===== config.mk =====
export PLATFORM = sky130hd
export DESIGN_NAME = seq_divider
export DESIGN_NICKNAME = d
export VERILOG_FILES = /design/src/rtl/seq_divider.sv
export SDC_FILE = /design/constraint.sdc
export NUM_CORES = 1
export LEC_CHECK = 0
export CAP_MARGIN = 20
export CORE_ASPECT_RATIO = 0.5
export CORE_MARGIN = 5
export CORE_UTILIZATION = 46
export CTS_BUF_LIST = sky130_fd_sc_hd__clkbuf_16
export DETAILED_ROUTE_END_ITERATION = 8
export HOLD_SLACK_MARGIN = 0.08
export PLACE_DENSITY = 0.73
export SLEW_MARGIN = 20
export SYNTH_ARGS = -nofsm -noshare
export SYNTH_HDL_FRONTEND = slang
export SYNTH_SLANG_ARGS = --single-unit

===== constraint.sdc =====
create_clock -name clk -period 2.25 [get_ports clk]
set_clock_uncertainty 0.2 [all_clocks]
set_input_delay 0.225 -clock clk [delete_from_list [all_inputs] [get_ports clk]]
set_output_delay 0.225 -clock clk [all_outputs]
set_load 0.01 [all_outputs]

===== src/rtl/seq_divider.sv =====
`default_nettype none
// ============================================================================
// Module      : seq_divider
// Description : Iterative restoring unsigned divider, one quotient bit per
//               clock, with valid/ready handshakes on operands and results.
// Revision    : 1.0 - initial release
// ============================================================================

module seq_divider #(
    parameter int WIDTH = 4
) (
    input  logic                 clk,
    input  logic                 reset,
    input  logic                 in_valid,
    output logic                 in_ready,
    input  logic [2*WIDTH-1:0]   dividend,
    input  logic [WIDTH-1:0]     divisor,
    output logic                 out_valid,
    input  logic                 out_ready,
    output logic [2*WIDTH-1:0]   quotient,
    output logic [WIDTH-1:0]     remainder,
    output logic                 div_by_zero
);

    localparam int c_dw = 2 * WIDTH;
    localparam int c_cw = (c_dw > 1) ? $clog2(c_dw) : 1;
    localparam logic [c_cw-1:0] c_last = c_cw'(c_dw - 1);

    typedef enum logic [1:0] {
        ST_IDLE = 2'd0,
        ST_BUSY = 2'd1,
        ST_DONE = 2'd2
    } state_t;

    state_t              r_state;
    state_t              w_state_next;

    logic [c_dw-1:0]     r_dq;
    logic [WIDTH-1:0]    r_rem;
    logic [WIDTH-1:0]    r_dvs;
    logic [c_cw-1:0]     r_count;
    logic [c_dw-1:0]     r_quotient;
    logic [WIDTH-1:0]    r_remainder;
    logic                r_dbz;

    logic                w_accept;
    logic                w_zero;
    logic                w_last;
    logic [WIDTH:0]      w_shift;
    logic                w_ge;
    logic [WIDTH-1:0]    w_rem_step;
    logic [c_dw-1:0]     w_dq_step;

    assign w_accept = in_valid && in_ready;
    assign w_zero   = (divisor == '0);
    assign w_last   = (r_count == c_last);

    // One restoring step: the shifted partial remainder is WIDTH+1 bits so a
    // carried-out MSB still compares correctly; the difference always fits
    // in WIDTH bits because it ends up below the divisor.
    assign w_shift    = {r_rem, r_dq[c_dw-1]};
    assign w_ge       = (w_shift >= {1'b0, r_dvs});
    assign w_rem_step = w_ge ? (w_shift[WIDTH-1:0] - r_dvs) : w_shift[WIDTH-1:0];
    assign w_dq_step  = {r_dq[c_dw-2:0], w_ge};

    always_ff @(posedge clk or negedge reset) begin
        if (!reset) begin
            r_state <= ST_IDLE;
        end else begin
            r_state <= w_state_next;
        end
    end

    always_comb begin
        w_state_next = r_state;
        in_ready     = 1'b0;
        out_valid    = 1'b0;
        case (r_state)
            ST_IDLE: begin
                in_ready = 1'b1;
                if (in_valid) begin
                    w_state_next = w_zero ? ST_DONE : ST_BUSY;
                end
            end
            ST_BUSY: begin
                if (w_last) begin
                    w_state_next = ST_DONE;
                end
            end
            ST_DONE: begin
                out_valid = 1'b1;
                if (out_ready) begin
                    w_state_next = ST_IDLE;
                end
            end
            default: begin
                w_state_next = ST_IDLE;
            end
        endcase
    end

    always_ff @(posedge clk or negedge reset) begin
        if (!reset) begin
            r_dq        <= '0;
            r_rem       <= '0;
            r_dvs       <= '0;
            r_count     <= '0;
            r_quotient  <= '0;
            r_remainder <= '0;
            r_dbz       <= 1'b0;
        end else begin
            if (w_accept) begin
                if (w_zero) begin
                    r_quotient  <= '1;
                    r_remainder <= dividend[WIDTH-1:0];
                    r_dbz       <= 1'b1;
                end else begin
                    r_dq    <= dividend;
                    r_rem   <= '0;
                    r_dvs   <= divisor;
                    r_count <= '0;
                end
            end else if (r_state == ST_BUSY) begin
                r_dq    <= w_dq_step;
                r_rem   <= w_rem_step;
                r_count <= r_count + c_cw'(1);
                if (w_last) begin
                    r_quotient  <= w_dq_step;
                    r_remainder <= w_rem_step;
                    r_dbz       <= 1'b0;
                end
            end
        end
    end

    assign quotient    = r_quotient;
    assign remainder   = r_remainder;
    assign div_by_zero = r_dbz;

endmodule

`default_nettype wire

After elaboration in Yosys (flattened, before gate mapping) --
Cells that the tools add are included.
Cells by class: add/sub/neg operators 2, order comparisons 1, equal/unequal tests 8, muxes and demuxes 29, bitwise gates (word level) 1, reductions and logical operators 9
Operator list (number):
- $mux W8 | 7
- $mux W4 | 8
- $mux W3 | 3
- $mux W2 | 4
- $ne A2 B2 Y1 const B | 4
- $mux W1 | 6
- $pmux W2 S3 | 1
- $reduce_and A3 Y1 | 2
- $ge A5 B4 Y1 | 1
- $logic_not A4 Y1 | 1
- $reduce_and A2 Y1 | 2
- $reduce_bool A2 Y1 | 2
- $sub A4 B4 Y4 | 1
- $add A3 B1 Y3 const B | 1
- $eq A3 B3 Y1 const B | 1
- $eq A2 B1 Y1 const B | 1
- $eq A2 B2 Y1 const B | 1
- $logic_not A2 Y1 | 1
- $ne A2 B1 Y1 const B | 1
- $logic_and A1 B1 Y1 | 1
- $not A1 Y1 | 1
Storage, ports and cells: register bits 34, logic and storage cells 58

Depth between registers and ports, before layout --
Gate-level depths: netlist of run 1.
depth in word-level cells 5, depth in mapped cells 7, mapped depth without buffers 7

Least setup slack after synthesis of run 1 --
OpenSTA, ideal clock, no wires.
kind register to register, from register r_dq[7], to register r_rem[0], arrival 1797 ps, required time 1925 ps, setup slack 128 ps, cell stages (with the launch flop) 8, buffers on the path 0, period minus slack after synthesis 2122 ps, cell sequence dfrtp_1 > inv_1 > ha_1 > nand2b_1 > a21oi_1 > a22oi_1 > mux2_2 > mux2_2
On the way: word-level cells in the longest chain between the ends 4
RTL lines:
- start, declared | line 38 | logic [c_dw-1:0] r_dq;
- start signal, assigned | line 118 | r_dq <= dividend;
- start signal, assigned | line 124 | r_dq <= w_dq_step;
- $sub A4 B4 Y4 or $ge A5 B4 Y1 (tied branches) | line 63, 62
- $mux W4 (*) | line 63 | assign w_rem_step = w_ge ? (w_shift[WIDTH-1:0] - r_dvs) : w_shift[WIDTH-1:0];
- $mux W4 (*) | line 123 | end else if (r_state == ST_BUSY) begin
- $mux W4 (*) | line 112 | if (w_accept) begin
- end signal, assigned | line 125 | r_rem <= w_rem_step;
- end, declared | line 39 | logic [WIDTH-1:0] r_rem;
Mark *: on every way between the ends. The rest lies on a longest branch, timed or not. The select of a mux whose other input is x is not followed. A chain may end at the register's enable or synchronous reset.

Worst setup path in the final report of run 1 --
Same ends and word-level chain as after synthesis.

==> run_results.csv, run 1 <==
group,metric,value,unit
outcome,status,"complete, no violations",
layout,multiInputGateArea,767,um^2
yosys,synth_area_per_cell,10.1,um^2
yosys,synth_largest_area_cell,"dfrtp_1",
timing,drv_slew,0,
cts,cts_resized,0,
route,wl,3750,um
setup_path,worstPathArrival,2.06,ns
yosys,ys_top_cells_by_count,"dfrtp_1, nand2_1, nor2_1",
timing,max_freq,0.476,GHz
cts,cts-root-buf,"clkbuf_16",
timing,final-hold-violation-count,0,
route,vias,1356,
timing,finalSetupViolations,0,
timing,worst_slew_pin_slew,0.435,ns
yosys,synth_top_cell_area_share,0.503,
worst_hold_path,worstHoldPathType,"input port to async pin",
layout,final_cells,256,
global_routing,grt_busiest_layer,"met2",
floorplan,fp.dieArea,5070,um^2
setup_path,crit_required,2.21,ns
layout,diodes,0,
cts,cts_max_level,2,
layout,postLayoutCoreUtil,0.638,
floorplan,fp.dieH,52.9,um
route,firstDrtPassIters,4,
yosys,synth.distinct_cells,33,
global_routing,antenna_found_initial,0,
setup_path,cp_max_fo,2,
global_routing,grt_max_degree,35,
place,gp_routability_congestion,0.773,
cts,cts_tree,"done",
yosys,yosysWarnings,0,
global_routing,use_met2,0.272,
timing,timing.final.crit_period,2.10,ns
route,drc,0,
layout,syn_to_final_growth,31.6,%
timing,relSlewSlack,0.710,
layout,num-fill-cells,309,
yosys,syn_nets,190,
route,drtAntennaViolNets,0,
power_and_ir_drop,cellLeakagePower,0.985,nW
global_routing,grt_util_met3,0.0440,
yosys,synth-seq-area-share,0.503,
layout,layout-drive-gt1-share,0.161,
power_and_ir_drop,p_per_area,1620,nW/um^2
global_routing,grtUsageTotal,0.173,
layout,regArea,851,um^2
yosys,ys_seq_elements,34,
yosys,synth_ff_type,"dfrtp_1",
place,post-place-cells,249,
cts,clk_path_buf_depth,2,
floorplan,die_x,95.8,um
run,maxCapViolCount,0,
setup_path,critPathKind,"flip-flop to flip-flop",
route,avgViaCountPerCell,5.30,
timing,tns,0,ns
yosys,yosys.cell_count.top_type,"dfrtp_1",
place,port-buffer-count,30,
setup_path,start_kind,"flip-flop",
yosys,synth.cell_area,1690,um^2
yosys,async_flop_share,1.00,
global_routing,grt_pass1_wl,6400,um
cts,hold_buffers,0,
global_routing,met1_usage,0.224,
yosys,synth-edff-count,0,
route,drt_iter0_drc,32,
yosys,postSynthCellCount,167,
setup_path,cp-end-kind,"flip-flop",
route,routedWlPerCell,14.7,um
timing,rsz0062_at_grt,"false",
cts,insertion_delay,0.28,ns
power_and_ir_drop,ir_drop,0.000692,V
floorplan,core_area,3490,um^2
global_routing,grt_overflow,0,
place,hpwlAfterDp,2760,um
floorplan,ios,31,
cts,clk_pin_slew,0.05,ns
floorplan,start_util,0.485,
cts,cts_made_buffers,5,
cts,clock_sinks,34,
layout,fin_nets,228,
timing,period_share,0.933,
floorplan,rows,15,
cts,post_cts_buffers,0,
yosys,synth_area_leaders,"dfrtp_1, nand2_1, ha_1",
global_routing,grt_pass1_vias,1334,
final cells by class:
type,instances,area share
sequential,34,0.382
multi-input combinational,118,0.344
timing repair buffer,40,0.174
clock buffer,5,0.0562
tap,51,0.0287
inverter,6,0.0101
clock inverter,2,0.00449
report_power, final:
part,internal (W),switching (W)
logic,0.000945,0.000884
registers,0.000925,0.000214
clock network,0.000399,0.000239
worst max-delay path: stages (launching register included):
cell and delay, ns:
dfrtp_1 0.35, inv_1 0.08, ha_1 0.30, nand2b_1 0.13, a21oi_2 0.07, a22oi_2 0.20, mux2_2 0.39, mux2_2 0.26
registers in the layout, indices dropped and copies added, names as in the netlist:
register / count
div_by_zero: 1
r_count: 3
r_rem: 4
r_state: 2
r_dvs: 4
remainder: 4
r_dq: 8
quotient: 8
metrics by stage:
stage / hold WS [ns] / setup slack (ns) / total power [W] / instance area (um^2)
4_1_cts: 0.169 / 0.0497 / 0.00359 / 2220
3_3_place_gp: 0.264 / 0.0150 / 0.00287 / 2080
6_report: 0.158 / 0.150 / 0.00361 / 2230
3_5_place_dp: 0.269 / -0.0322 / 0.00293 / 2080
5_1_grt: 0.205 / 0.0153 / 0.00389 / 2230
2_1_floorplan: -0.271 / 0.128 / 0.00228 / 1690
per-layer routing:
metal	vias to the layer above	part of all wire
met1	638	0.44
li1	659	-
met5	-	0
met4	0	0.018
met2	51	0.46
met3	8	0.078
cell usage in the layout (no fill, tap or decap), types with 7 or more instances in the layout:
master           instances
a31oi_1                  8
nand2_1                 31
buf_4                    9
clkdlybuf4s50_1         30
nor2_1                  18
dfrtp_1                 34
nand3_1                  7
final timing paths:
path,from,end,slack [ns],cells after the start
worst max-delay path,r_dq[7]$_DFFE_PN0P_,r_rem[0]$_DFFE_PN0P_,0.15,7
worst min-delay path,reset,r_dvs[2]$_DFFE_PN0P_,0.16,2
worst max register to register,r_dq[7]$_DFFE_PN0P_,r_rem[0]$_DFFE_PN0P_,0.15,7
worst min register to register,div_by_zero$_DFFE_PN0P_,div_by_zero$_DFFE_PN0P_,0.28,2
max in group asynchronous,reset,r_dq[6]$_DFFE_PN0P_,1.38,2
min in group clk,div_by_zero$_DFFE_PN0P_,div_by_zero$_DFFE_PN0P_,0.28,2
cells by family after synthesis:
group,Yosys count,synth area share
multiplexers,7,0.0451
XOR/XNOR,1,0.00517
AND/OR/NAND/NOR,69,0.188
AO/OA/AOI/OAI,34,0.153
flip-flops,34,0.503
buffers and inverters,15,0.0495
adder cells (fa/ha/maj),7,0.0562
(Power assumes the default switching activity.)
==> run 2, diff against run 1 <==
--- a/config.mk
+++ b/config.mk
@@ -12,8 +12,7 @@
 export CTS_BUF_LIST = sky130_fd_sc_hd__clkbuf_16
 export DETAILED_ROUTE_END_ITERATION = 8
 export HOLD_SLACK_MARGIN = 0.08
-export PLACE_DENSITY = 0.73
-export SLEW_MARGIN = 20
+export PLACE_DENSITY = 0.71
 export SYNTH_ARGS = -nofsm -noshare
 export SYNTH_HDL_FRONTEND = slang
 export SYNTH_SLANG_ARGS = --single-unit
==> run 2 against run 1 <==
  * Utilization up 1.8 points
  * Combinational power barely moved
  * Clock power is 38% higher
  * Via count down 0.37%
  * Wire length is 3.9% higher
  * Sequential share of layout area fell by 1.0 points
  * Design area rose by 2.8%
  * First-iteration DRC count rose by 91%
  * Die area did not move
==> run_results.csv, run 2 (synthesized netlist as in run 1, its figures left out) <==
group,metric,value,unit
layout,num-fill-cells,304,
floorplan,fp.dieArea,5070,um^2
route,avgViaCountPerCell,5.24,
cts,hold_buffers,0,
place,hpwlAfterDp,2840,um
timing,drv_slew,0,
cts,cts_max_level,2,
global_routing,grtUsageTotal,0.174,
cts,cts-root-buf,"clkbuf_16",
layout,layout_commonest_cell,"dfrtp_1",
place,gp_routability_congestion,0.842,
timing,worst_slew_pin_slew,0.423,ns
layout,fin_nets,229,
setup_path,r2r_cells,8,
route,routedWlPerCell,15.1,um
setup_path,critPathKind,"flip-flop to flip-flop",
timing,relSlewSlack,0.718,
power_and_ir_drop,cellLeakagePower,1.01,nW
cts,clock_sinks,34,
setup_path,worstPathArrival,2.11,ns
global_routing,grt_pass1_vias,1282,
global_routing,grt_overflow,0,
route,wl,3900,um
timing,final-hold-violation-count,0,
global_routing,antenna_found_initial,0,
route,vias,1351,
global_routing,grt_max_degree,35,
outcome,status,"complete, no violations",
route,drtAntennaViolNets,0,
floorplan,fp.dieH,52.9,um
route,drc,0,
layout,syn_to_final_growth,35.2,%
layout,layout-drive-gt1-share,0.164,
timing,finalSetupViolations,0,
place,port-buffer-count,30,
cts,clk_pin_slew,0.05,ns
floorplan,core_area,3490,um^2
route,firstDrtPassIters,4,
global_routing,grt_util_met3,0.0455,
setup_path,start_kind,"flip-flop",
layout,layout_common_cells,"dfrtp_1, nand2_1, clkdlybuf4s50_1",
timing,max_freq,0.474,GHz
global_routing,grt_busiest_layer,"met2",
layout,diodes,0,
cts,cts_tree,"done",
setup_path,cp-end-kind,"flip-flop",
cts,insertion_delay,0.28,ns
global_routing,grt_pass1_wl,6440,um
floorplan,ios,31,
global_routing,use_met2,0.280,
place,pre_cts_ws,-0.0216,ns
cts,clk_path_buf_depth,2,
timing,timing.final.crit_period,2.11,ns
worst_hold_path,worstHoldPathType,"input port to async pin",
setup_path,cp_max_fo,4,
global_routing,met1_usage,0.228,
setup_path,crit_required,2.25,ns
cts,cts_made_buffers,5,
timing,hold_slack,0.161,ns
timing,setup_ws,0.138,ns
floorplan,die_x,95.8,um
timing,period_share,0.939,
route,drt_iter0_drc,61,
floorplan,start_util,0.485,
power_and_ir_drop,p_per_area,1690,nW/um^2
floorplan,rows,15,
timing,rsz0062_at_grt,"false",
run,maxCapViolCount,0,
power_and_ir_drop,ir_drop,0.000812,V
-- run 2: changes by cell type in the layout (fill, tap and decap cells not counted), sizes merged --
cell,change
clkinv,-1
bufinv,+2
buf,+1
-- run 2: per-stage QoR --
stage	TNS, ns	cell area [um^2]	total power [W]	instances	util
floorplan	0	1690	0.00228	167	-
global placement	0	2090	0.00287	250	0.599
detailed placement	-0.0216	2090	0.00294	250	0.599
CTS	0	2280	0.00387	258	0.653
global route	0	2290	0.00414	258	0.656
finish	0	2290	0.00387	258	0.656
-- run 2: cell type report --
cell class              count  area (um^2)  area share
clock buffers               5          125      0.0547
repair buffers             41          395       0.173
flip-flops and latches     34          851       0.372
inverters                   6         22.5     0.00984
multi-input cells         118          767       0.335
well taps                  51         63.8      0.0279
clock inverters             3         63.8      0.0279
-- run 2: worst paths after layout --
kind | start | end | slack (ns)
setup reg to reg | r_dq[7]$_DFFE_PN0P_ | r_rem[2]$_DFFE_PN0P_ | 0.14
hold reg to reg | div_by_zero$_DFFE_PN0P_ | div_by_zero$_DFFE_PN0P_ | 0.28
min in group clk | div_by_zero$_DFFE_PN0P_ | div_by_zero$_DFFE_PN0P_ | 0.28
max in group asynchronous | reset | r_dq[7]$_DFFE_PN0P_ | 1.39
hold / removal | reset | r_rem[3]$_DFFE_PN0P_ | 0.16
setup / recovery | r_dq[7]$_DFFE_PN0P_ | r_rem[2]$_DFFE_PN0P_ | 0.14
-- run 2: repair_timing --
item / 4_1_cts / 5_1_grt
endpoints found under the setup margin: 0 / 3
setup buffers: 0 / 0
gates resized for setup: 0 / 2
-- run 2: metal layers --
metal | vias up | part of all wire
li1 | 663 | -
met1 | 646 | 0.46
met2 | 37 | 0.47
met3 | 5 | 0.057
met4 | 0 | 0.011
met5 | - | 0
-- run 2: report_power, final --
part,total (W),leakage (nW),switching (W),internal (W)
sequential,0.00115,0.394,0.000222,0.000924
clock,0.000880,0.0915,0.000250,0.000630
combinational,0.00184,0.527,0.000889,0.000951
-- run 2: worst max-delay path, cell delays in order (launching register included) --
cell,delay (ns)
dfrtp_1,0.38
inv_1,0.12
ha_1,0.25
nand2b_1,0.16
a21oi_2,0.18
a22oi_2,0.11
buf_4,0.17
mux2_2,0.29
o21ai_0,0.17
